### src/rtl/video_timing_gen.sv
// Raster timing generator: counters, registered sync/de decode, delay line.
// Optional colour-bar source enabled by defining VTG_PATTERN_EN.
module video_timing_gen #(
    parameter int H_ACTIVE = 1024,
    parameter int H_FP     = 24,
    parameter int H_SYNC   = 136,
    parameter int H_BP     = 160,
    parameter int V_ACTIVE = 768,
    parameter int V_FP     = 3,
    parameter int V_SYNC   = 6,
    parameter int V_BP     = 29,
    parameter int HS_POL   = 0,
    parameter int VS_POL   = 0,
    parameter int CW       = 11,
    parameter int PIPE_LAT = 2
) (
    input  logic          pixclk,
    input  logic          n_rst,
    input  logic          en,
    output logic [CW-1:0] x,
    output logic [CW-1:0] y,
    output logic          de,
    output logic          hs,
    output logic          vs,
    output logic          sof,
    output logic          eol,
    output logic          de_d,
    output logic          hs_d,
    output logic          vs_d,
    output logic [7:0]    pat_r,
    output logic [7:0]    pat_g,
    output logic [7:0]    pat_b
);

    localparam int H_TOTAL = H_ACTIVE + H_FP + H_SYNC + H_BP;
    localparam int V_TOTAL = V_ACTIVE + V_FP + V_SYNC + V_BP;
    localparam int HS_BEG  = H_ACTIVE + H_FP;
    localparam int HS_END  = HS_BEG + H_SYNC;
    localparam int VS_BEG  = V_ACTIVE + V_FP;
    localparam int VS_END  = VS_BEG + V_SYNC;
    localparam logic HS_ON  = (HS_POL != 0);
    localparam logic VS_ON  = (VS_POL != 0);
    localparam logic HS_OFF = !HS_ON;
    localparam logic VS_OFF = !VS_ON;

`ifdef VTG_PATTERN_EN
    localparam int DW    = 27;
    localparam int BAR_W = (H_ACTIVE / 8 > 0) ? H_ACTIVE / 8 : 1;
`else
    localparam int DW    = 3;
`endif
    localparam logic [DW-1:0] TAP_OFF = {{(DW-2){1'b0}}, HS_OFF, VS_OFF};

    logic [CW-1:0] hcnt;
    logic [CW-1:0] vcnt;
    logic          h_act;
    logic          v_act;
    logic          h_syn;
    logic          v_syn;
    logic [DW-1:0] tap_in;
    logic [DW-1:0] tap_out;

    always_ff @(posedge pixclk or negedge n_rst) begin
        if (!n_rst) begin
            hcnt <= '0;
            vcnt <= '0;
        end else if (!en) begin
            hcnt <= '0;
            vcnt <= '0;
        end else if (hcnt == CW'(H_TOTAL - 1)) begin
            hcnt <= '0;
            vcnt <= (vcnt == CW'(V_TOTAL - 1)) ? '0 : vcnt + 1'b1;
        end else begin
            hcnt <= hcnt + 1'b1;
        end
    end

    assign h_act = (hcnt < CW'(H_ACTIVE));
    assign v_act = (vcnt < CW'(V_ACTIVE));
    assign h_syn = (hcnt >= CW'(HS_BEG)) && (hcnt < CW'(HS_END));
    assign v_syn = (vcnt >= CW'(VS_BEG)) && (vcnt < CW'(VS_END));

    // en gates the decode so a disabled cycle registers the idle state
    always_ff @(posedge pixclk or negedge n_rst) begin
        if (!n_rst) begin
            x   <= '0;
            y   <= '0;
            de  <= 1'b0;
            sof <= 1'b0;
            eol <= 1'b0;
            hs  <= HS_OFF;
            vs  <= VS_OFF;
        end else begin
            x   <= hcnt;
            y   <= vcnt;
            de  <= en && h_act && v_act;
            sof <= en && (hcnt == '0) && (vcnt == '0);
            eol <= en && h_act && v_act && (hcnt == CW'(H_ACTIVE - 1));
            hs  <= (en && h_syn) ? HS_ON : HS_OFF;
            vs  <= (en && v_syn) ? VS_ON : VS_OFF;
        end
    end

`ifdef VTG_PATTERN_EN
    logic [CW-1:0] bar;
    logic [2:0]    idx;
    logic [23:0]   pix;

    assign bar = x / CW'(BAR_W);
    assign idx = (bar > CW'(7)) ? 3'd7 : bar[2:0];
    // bar index bits map to inverted g/r/b so the order is W Y C G M R B K
    assign pix = de ? {{8{~idx[1]}}, {8{~idx[2]}}, {8{~idx[0]}}} : 24'h0;
    assign tap_in = {pix, de, hs, vs};
    assign {pat_r, pat_g, pat_b} = tap_out[26:3];
`else
    assign tap_in = {de, hs, vs};
    assign pat_r = 8'h00;
    assign pat_g = 8'h00;
    assign pat_b = 8'h00;
`endif

    generate
        if (PIPE_LAT == 0) begin : g_nodly
            assign tap_out = tap_in;
        end else begin : g_dly
            logic [DW-1:0] sr [PIPE_LAT];
            always_ff @(posedge pixclk or negedge n_rst) begin
                if (!n_rst) begin
                    for (int i = 0; i < PIPE_LAT; i++) sr[i] <= TAP_OFF;
                end else begin
                    sr[0] <= tap_in;
                    for (int i = 1; i < PIPE_LAT; i++) sr[i] <= sr[i-1];
                end
            end
            assign tap_out = sr[PIPE_LAT-1];
        end
    endgenerate

    assign de_d = tap_out[2];
    assign hs_d = tap_out[1];
    assign vs_d = tap_out[0];

endmodule

### config.mk
export PLATFORM = sky130hd
export DESIGN_NAME = video_timing_gen
export DESIGN_NICKNAME = d
export VERILOG_FILES = /design/src/rtl/video_timing_gen.sv
export SDC_FILE = /design/constraint.sdc
export NUM_CORES = 1
export LEC_CHECK = 0
export ABC_CLOCK_PERIOD_IN_PS = 3700
export CORE_ASPECT_RATIO = 2
export CORE_MARGIN = 2
export CORE_UTILIZATION = 35
export CTS_CLUSTER_DIAMETER = 60
export DETAILED_ROUTE_END_ITERATION = 10
export HOLD_SLACK_MARGIN = 0.15
export SYNTH_ARGS = -nofsm -noshare
export SYNTH_HDL_FRONTEND = slang
export SYNTH_SLANG_ARGS = --single-unit
### constraint.sdc
create_clock -name pixclk -period 3.7 [get_ports pixclk]
set_input_delay 0.37 -clock pixclk [delete_from_list [all_inputs] [get_ports pixclk]]
set_output_delay 0.37 -clock pixclk [all_outputs]
set_load 0.05 [all_outputs]
After elaboration in Yosys (flattened, before gate mapping)
Index checks and enable logic that the tools add are counted.

word-level totals
  register bits after elaboration = 55
  input bits = 3
  word-level logic and storage cells = 41

operators by class
  add/sub/neg operators = 2
  $lt $le $gt $ge = 6
  eq/ne operators = 4
  mux-type cells = 7
  reductions and logical operators = 11

operators with widths
  operator               number
  $mux 11                5
  $add 11x1->11 const B  2
  $eq 11x10->1 const B   2
  $logic_not 11->1       2
  $lt 11x10->1 const B   2
  $lt 11x11->1 const B   2
  $eq 11x11->1 const B   1
  $ge 11x10->1 const B   1
  $ge 11x11->1 const B   1
  $logic_and 1x1->1      9
  $mux 1                 2
  $ne 2x1->1 const B     1

Depth between registers and ports, before layout
  word-level depth = 4
  gate-level depth with buffers = 7
  gate-level depth less buffers = 6

Worst setup path after synthesis
Ideal clock, no wire load.

  kind = reg-to-reg
  start point = register hcnt[0]
  end point = register vcnt[2]
  data arrival time = 1.558 ns
  required time = 3.579 ns
  setup slack = 2.021 ns
  stages on the path, launching flop included = 7
  cell sequence = dfrtp_1 > ha_1 > and4_1 > buf_2 > a31oi_1 > nor2_1 > a22o_1

between the ends
  cells in the longest elaborated chain, start to end = 2

RTL lines
  element                      RTL line  text
  start: declaration           54        logic [CW-1:0] hcnt;
  start signal: assignment     74        hcnt <= hcnt + 1'b1;
  $eq 11x11->1                 70        end else if (hcnt == CW'(H_TOTAL - 1)) begin
  $ne 2x1->1 (no source line)  n/a
  end signal: assignment       72        vcnt <= (vcnt == CW'(V_TOTAL - 1)) ? '0 : vcnt + 1'b1;
  end: declaration             55        logic [CW-1:0] vcnt;

No other way between the ends.
A chain may end at the register's enable or synchronous reset.

Worst setup path after layout
  start point = register hs
  end point = output hs

RTL lines
  element                   RTL line  text
  start: declaration        23        output logic hs,
  start signal: assignment  99        hs <= (en && h_syn) ? HS_ON : HS_OFF;

No word-level cell between the ends.

==> results.md <==
- The launching element type of the critical path is a flop.
- The count of buffers inserted at the top-level ports is 32.
- Sequential cells were found to cover 57.5% of the synthesized design area.
- The synthesized design contains 0 enable-type register cells.
- The total number of cells along the worst setup path is 1.
- The tightest min-delay check is of the in -> async type.
- The final max-slew violation count is 0.
- The residual overflow from global routing is 0.
- The floorplan step defined a die boundary enclosing 7590 um^2.
- The area of the core is 6620 um^2.
- The number of violations of the max-capacitance limit is 0.
- The TritonCTS sink count is 55.
- Post-CTS repair changed the size of 0 cells.
- Using the TritonRoute via totals, the vias-per-cell ratio works out to 4.80.
- After technology mapping, the gate count stands at 207.
- TritonCTS built the clock tree.
- The setup slack of the most critical reg-to-reg path is 1.75 ns.
- The flow ran to the end, and the final reports show no timing, DRC or antenna violations.
- For the worst setup path, the data arrival time is 1.62 ns.
- The cell depth of the worst flop-to-flop path is 5.
- For this run, the total global-route usage over all layers was measured as 13.2%.
- Across the whole layout, storage elements account for 1380 um^2.
- Relative to the synthesized area, the layout overhead comes to 20.1%.
- After detailed routing, the number of remaining DRC violations is 0.
- A synthesized cell averages 11.6 um^2.
- The number of fillers in the final layout is 657.
- The HPWL after detailed placement is 3350 um.
- The final layout contains 248 nets.
- The number of global-route vias before repair is 1,545.
- Setup violations remaining at the end of the flow were counted as 0.
- The proportion of layout cells with a drive suffix above 1 is 10.8%.
- The die is 121 um tall.
- Sorting the synthesized cells by area gives the leading types as sky130_fd_sc_hd__dfrtp_1, sky130_fd_sc_hd__buf_4, sky130_fd_sc_hd__dfstp_2.
- The number of detailed-routing iterations run before antenna repair is 4.
- At the placement stage, the worst setup path has a slack of 1.65 ns.
- The post-cts hold buffer count is 0.
- The die extent in x is 62.6 um.
- The number of nets with antenna violations after detailed routing is 0.
- Measured against its own limit, the worst slew margin works out to 30.2%.
- The H-tree was split into 2 levels.
- The total CTS buffers is 5.
- The post-route worst setup slack is 1.71 ns.
- The worst setup skew after layout is 0.00277 ns.
- The starting utilization of the core area is 36.3%.
- IR analysis of the VDD net gives a maximum drop of 0.244 mV.
- The area used by multi-input combinational logic is 872 um^2.
- The insertion delay of the later-clocked pin in the worst-skew pair is 0.29 ns.
- The number of warnings reported in the yosys synthesis log is 0.
- In this design, the largest share of critical-path delay is due to buffers and inverters.
- The via count is 1,578.
- The number of buffers and inverters on the critical path is 1.
- The buffer cell driving the clock tree root is sky130_fd_sc_hd__clkbuf_16.
- The share of synthesized area in the top cell type comes to 51.0%.
- For this run, the top clock speed supported by timing is 503 MHz.
- The number of hold violations in the final report is 0.
- The final total negative setup slack is 0 ns.
- Synthesis inferred 55 register bits.
- Setup repair after global routing left no endpoint under its margin.
- The largest individual stage delay along the critical path comes from the cell sky130_fd_sc_hd__clkdlybuf4s50_1.
- The longest individual stage delay on the worst path is 0.79 ns.
- The endpoint type of the worst setup path is an output pin.
- Of all flip-flops after synthesis, the portion carrying an async set or reset was 100%.
- The total leakage power is 1.32 nW.
- At the pin with the least slew margin, the transition time is 1.05 ns.
- In this run the critical register-to-register path is launched from hcnt[0].
- The routed wire length is 4560 um.
- The antenna diode count is 0.
- The first global-routing pass estimated 7580 um of wire.
- The setup fix buffers added after clock tree synthesis is 0.
- The category of the critical setup timing path is reg -> out.
- The shortest period the worst path allows is 1.99 ns.
- The endpoint identified for the worst register-to-register timing path is vcnt[3].
- Summed over all instances, the cell type with the most area after synthesis is sky130_fd_sc_hd__dfrtp_1.
- The final critical-path share of the clock period is 53.8%.
- The dominant register cell in the synthesized netlist is sky130_fd_sc_hd__dfrtp_1.
- The number of distinct library cells after synthesis is 46.
- The capture point of the worst path is hs.
- In this run the cell area of the synthesized design comes to 2410 um^2.
- The initial antenna violation count came to 0.
- Walking the worst path, the cells encountered are clkdlybuf4s50_1.
- For this block, the initial DRC count from the detailed router was 28.
- The maximum clock path buffer count is 2.
- Entering global routing, the biggest net connects 49 pins.
- The ratio of total power to cell area is 439 nW/um^2.
- The critical path starts at hs.
- At the end of routability-driven placement, the weighted congestion stood at 0.935.
- The row count is 42.
- The I/O pin count is 57.
- The peak fanout along the critical path is 2.
- Dividing the detail-routed wire length by the instance count gives 13.9 um.
- Clock-pin slew was measured on the worst setup and hold paths at 0.06 ns.
- The endpoint required time on the critical path is 3.33 ns.
[sequential cells by signal, indices dropped and copies added, names as in the netlist]
name      count
hs            1
sof           1
hcnt         11
eol           1
vs            1
tap_out       3
vcnt         11
de            1
g_dly.sr      3
x            11
y            11
[placed cells by master, fill, tap and decap left out, types with 2 or more instances in the layout]
cell	Yosys	final
sky130_fd_sc_hd__and2_1	3	3
sky130_fd_sc_hd__dfstp_2	6	6
sky130_fd_sc_hd__and3_1	3	3
sky130_fd_sc_hd__nand4_1	8	8
sky130_fd_sc_hd__xor2_1	7	7
sky130_fd_sc_hd__clkbuf_16	0	5
sky130_fd_sc_hd__o21ai_1	3	3
sky130_fd_sc_hd__dfrtp_1	49	49
sky130_fd_sc_hd__inv_1	7	7
sky130_fd_sc_hd__clkdlybuf4s50_1	0	31
sky130_fd_sc_hd__o21ai_0	2	2
sky130_fd_sc_hd__nand3_1	7	7
sky130_fd_sc_hd__o21a_1	2	2
sky130_fd_sc_hd__ha_1	5	5
sky130_fd_sc_hd__nor2_1	20	20
sky130_fd_sc_hd__conb_1	1	24
sky130_fd_sc_hd__xnor2_1	2	2
sky130_fd_sc_hd__and4_1	2	2
sky130_fd_sc_hd__a22o_1	4	4
sky130_fd_sc_hd__nand2_1	11	11
sky130_fd_sc_hd__nor2b_1	2	2
sky130_fd_sc_hd__nor3_1	5	5
sky130_fd_sc_hd__o311ai_1	3	3
sky130_fd_sc_hd__nor4_1	3	3
[cell families after synthesis]
group | count (synthesis) | share of synthesized area (%)
AOI/OAI and AO/OA | 25 | 8.74
xor gates and xnor gates | 9 | 3.28
adders and majority gates | 5 | 2.60
buffers and inverters | 37 | 9.83
DFF | 55 | 57.5
muxes | 1 | 0.468
other | 1 | 0.156
and+or+nand+nor | 74 | 17.4
[stage by stage]
step                hold WS (ns)  power (W)  instances  instance area [um^2]  util [%]
floorplan                 0.0744   0.000732        230                  2490         -
global placement           0.334   0.000742        321                  2720      41.0
detailed placement         0.347   0.000743        321                  2720      41.0
CTS                        0.294    0.00129        329                  2890      43.6
global route               0.360    0.00132        329                  2890      43.6
finish                     0.260    0.00127        329                  2890      43.6
[cell type report]
type,count,area share [%]
Clock buffer,6,4.81
Clock inverter,2,1.21
Inverter,7,0.909
Multi-Input combinational cell,138,30.2
Sequential cell,55,47.9
Tap cell,88,3.81
Timing Repair Buffer,33,11.2
[cells in the mapped netlist (5+ instances only)]
cell type,n
sky130_fd_sc_hd__xor2_1,7
sky130_fd_sc_hd__nand4_1,8
sky130_fd_sc_hd__nand2_1,11
sky130_fd_sc_hd__buf_2,6
sky130_fd_sc_hd__nand3_1,7
sky130_fd_sc_hd__dfstp_2,6
sky130_fd_sc_hd__dfrtp_1,49
sky130_fd_sc_hd__buf_4,24
sky130_fd_sc_hd__nor3_1,5
sky130_fd_sc_hd__nor2_1,20
sky130_fd_sc_hd__inv_1,7
sky130_fd_sc_hd__ha_1,5
[report_power, final]
group          switching [W]  internal [W]  total (W)
registers         0.00000521      0.000610   0.000615
clock network       0.000200      0.000336   0.000537
logic              0.0000982     0.0000180   0.000116
total               0.000304      0.000964    0.00127
[how the worst min path moves through the flow]
stage,from,endpoint,slack (ns),cells past startpoint
after floorplan,n_rst,de,0.07,0
after global placement,g_dly.sr[5],tap_out[2],0.33,0
after detailed placement,g_dly.sr[3],tap_out[0],0.35,0
after CTS,n_rst,g_dly.sr[5],0.29,1
after global routing,g_dly.sr[4],tap_out[1],0.36,0
final,n_rst,x[5],0.26,1
[routing by layer]
layer	GRT usage, %	share of wire (%)
met5	0	0
met4	10.7	5.3
met3	2.32	4.2
met2	23.1	54
met1	13.8	36
Note: power is estimated with default switching activity, not from simulation.
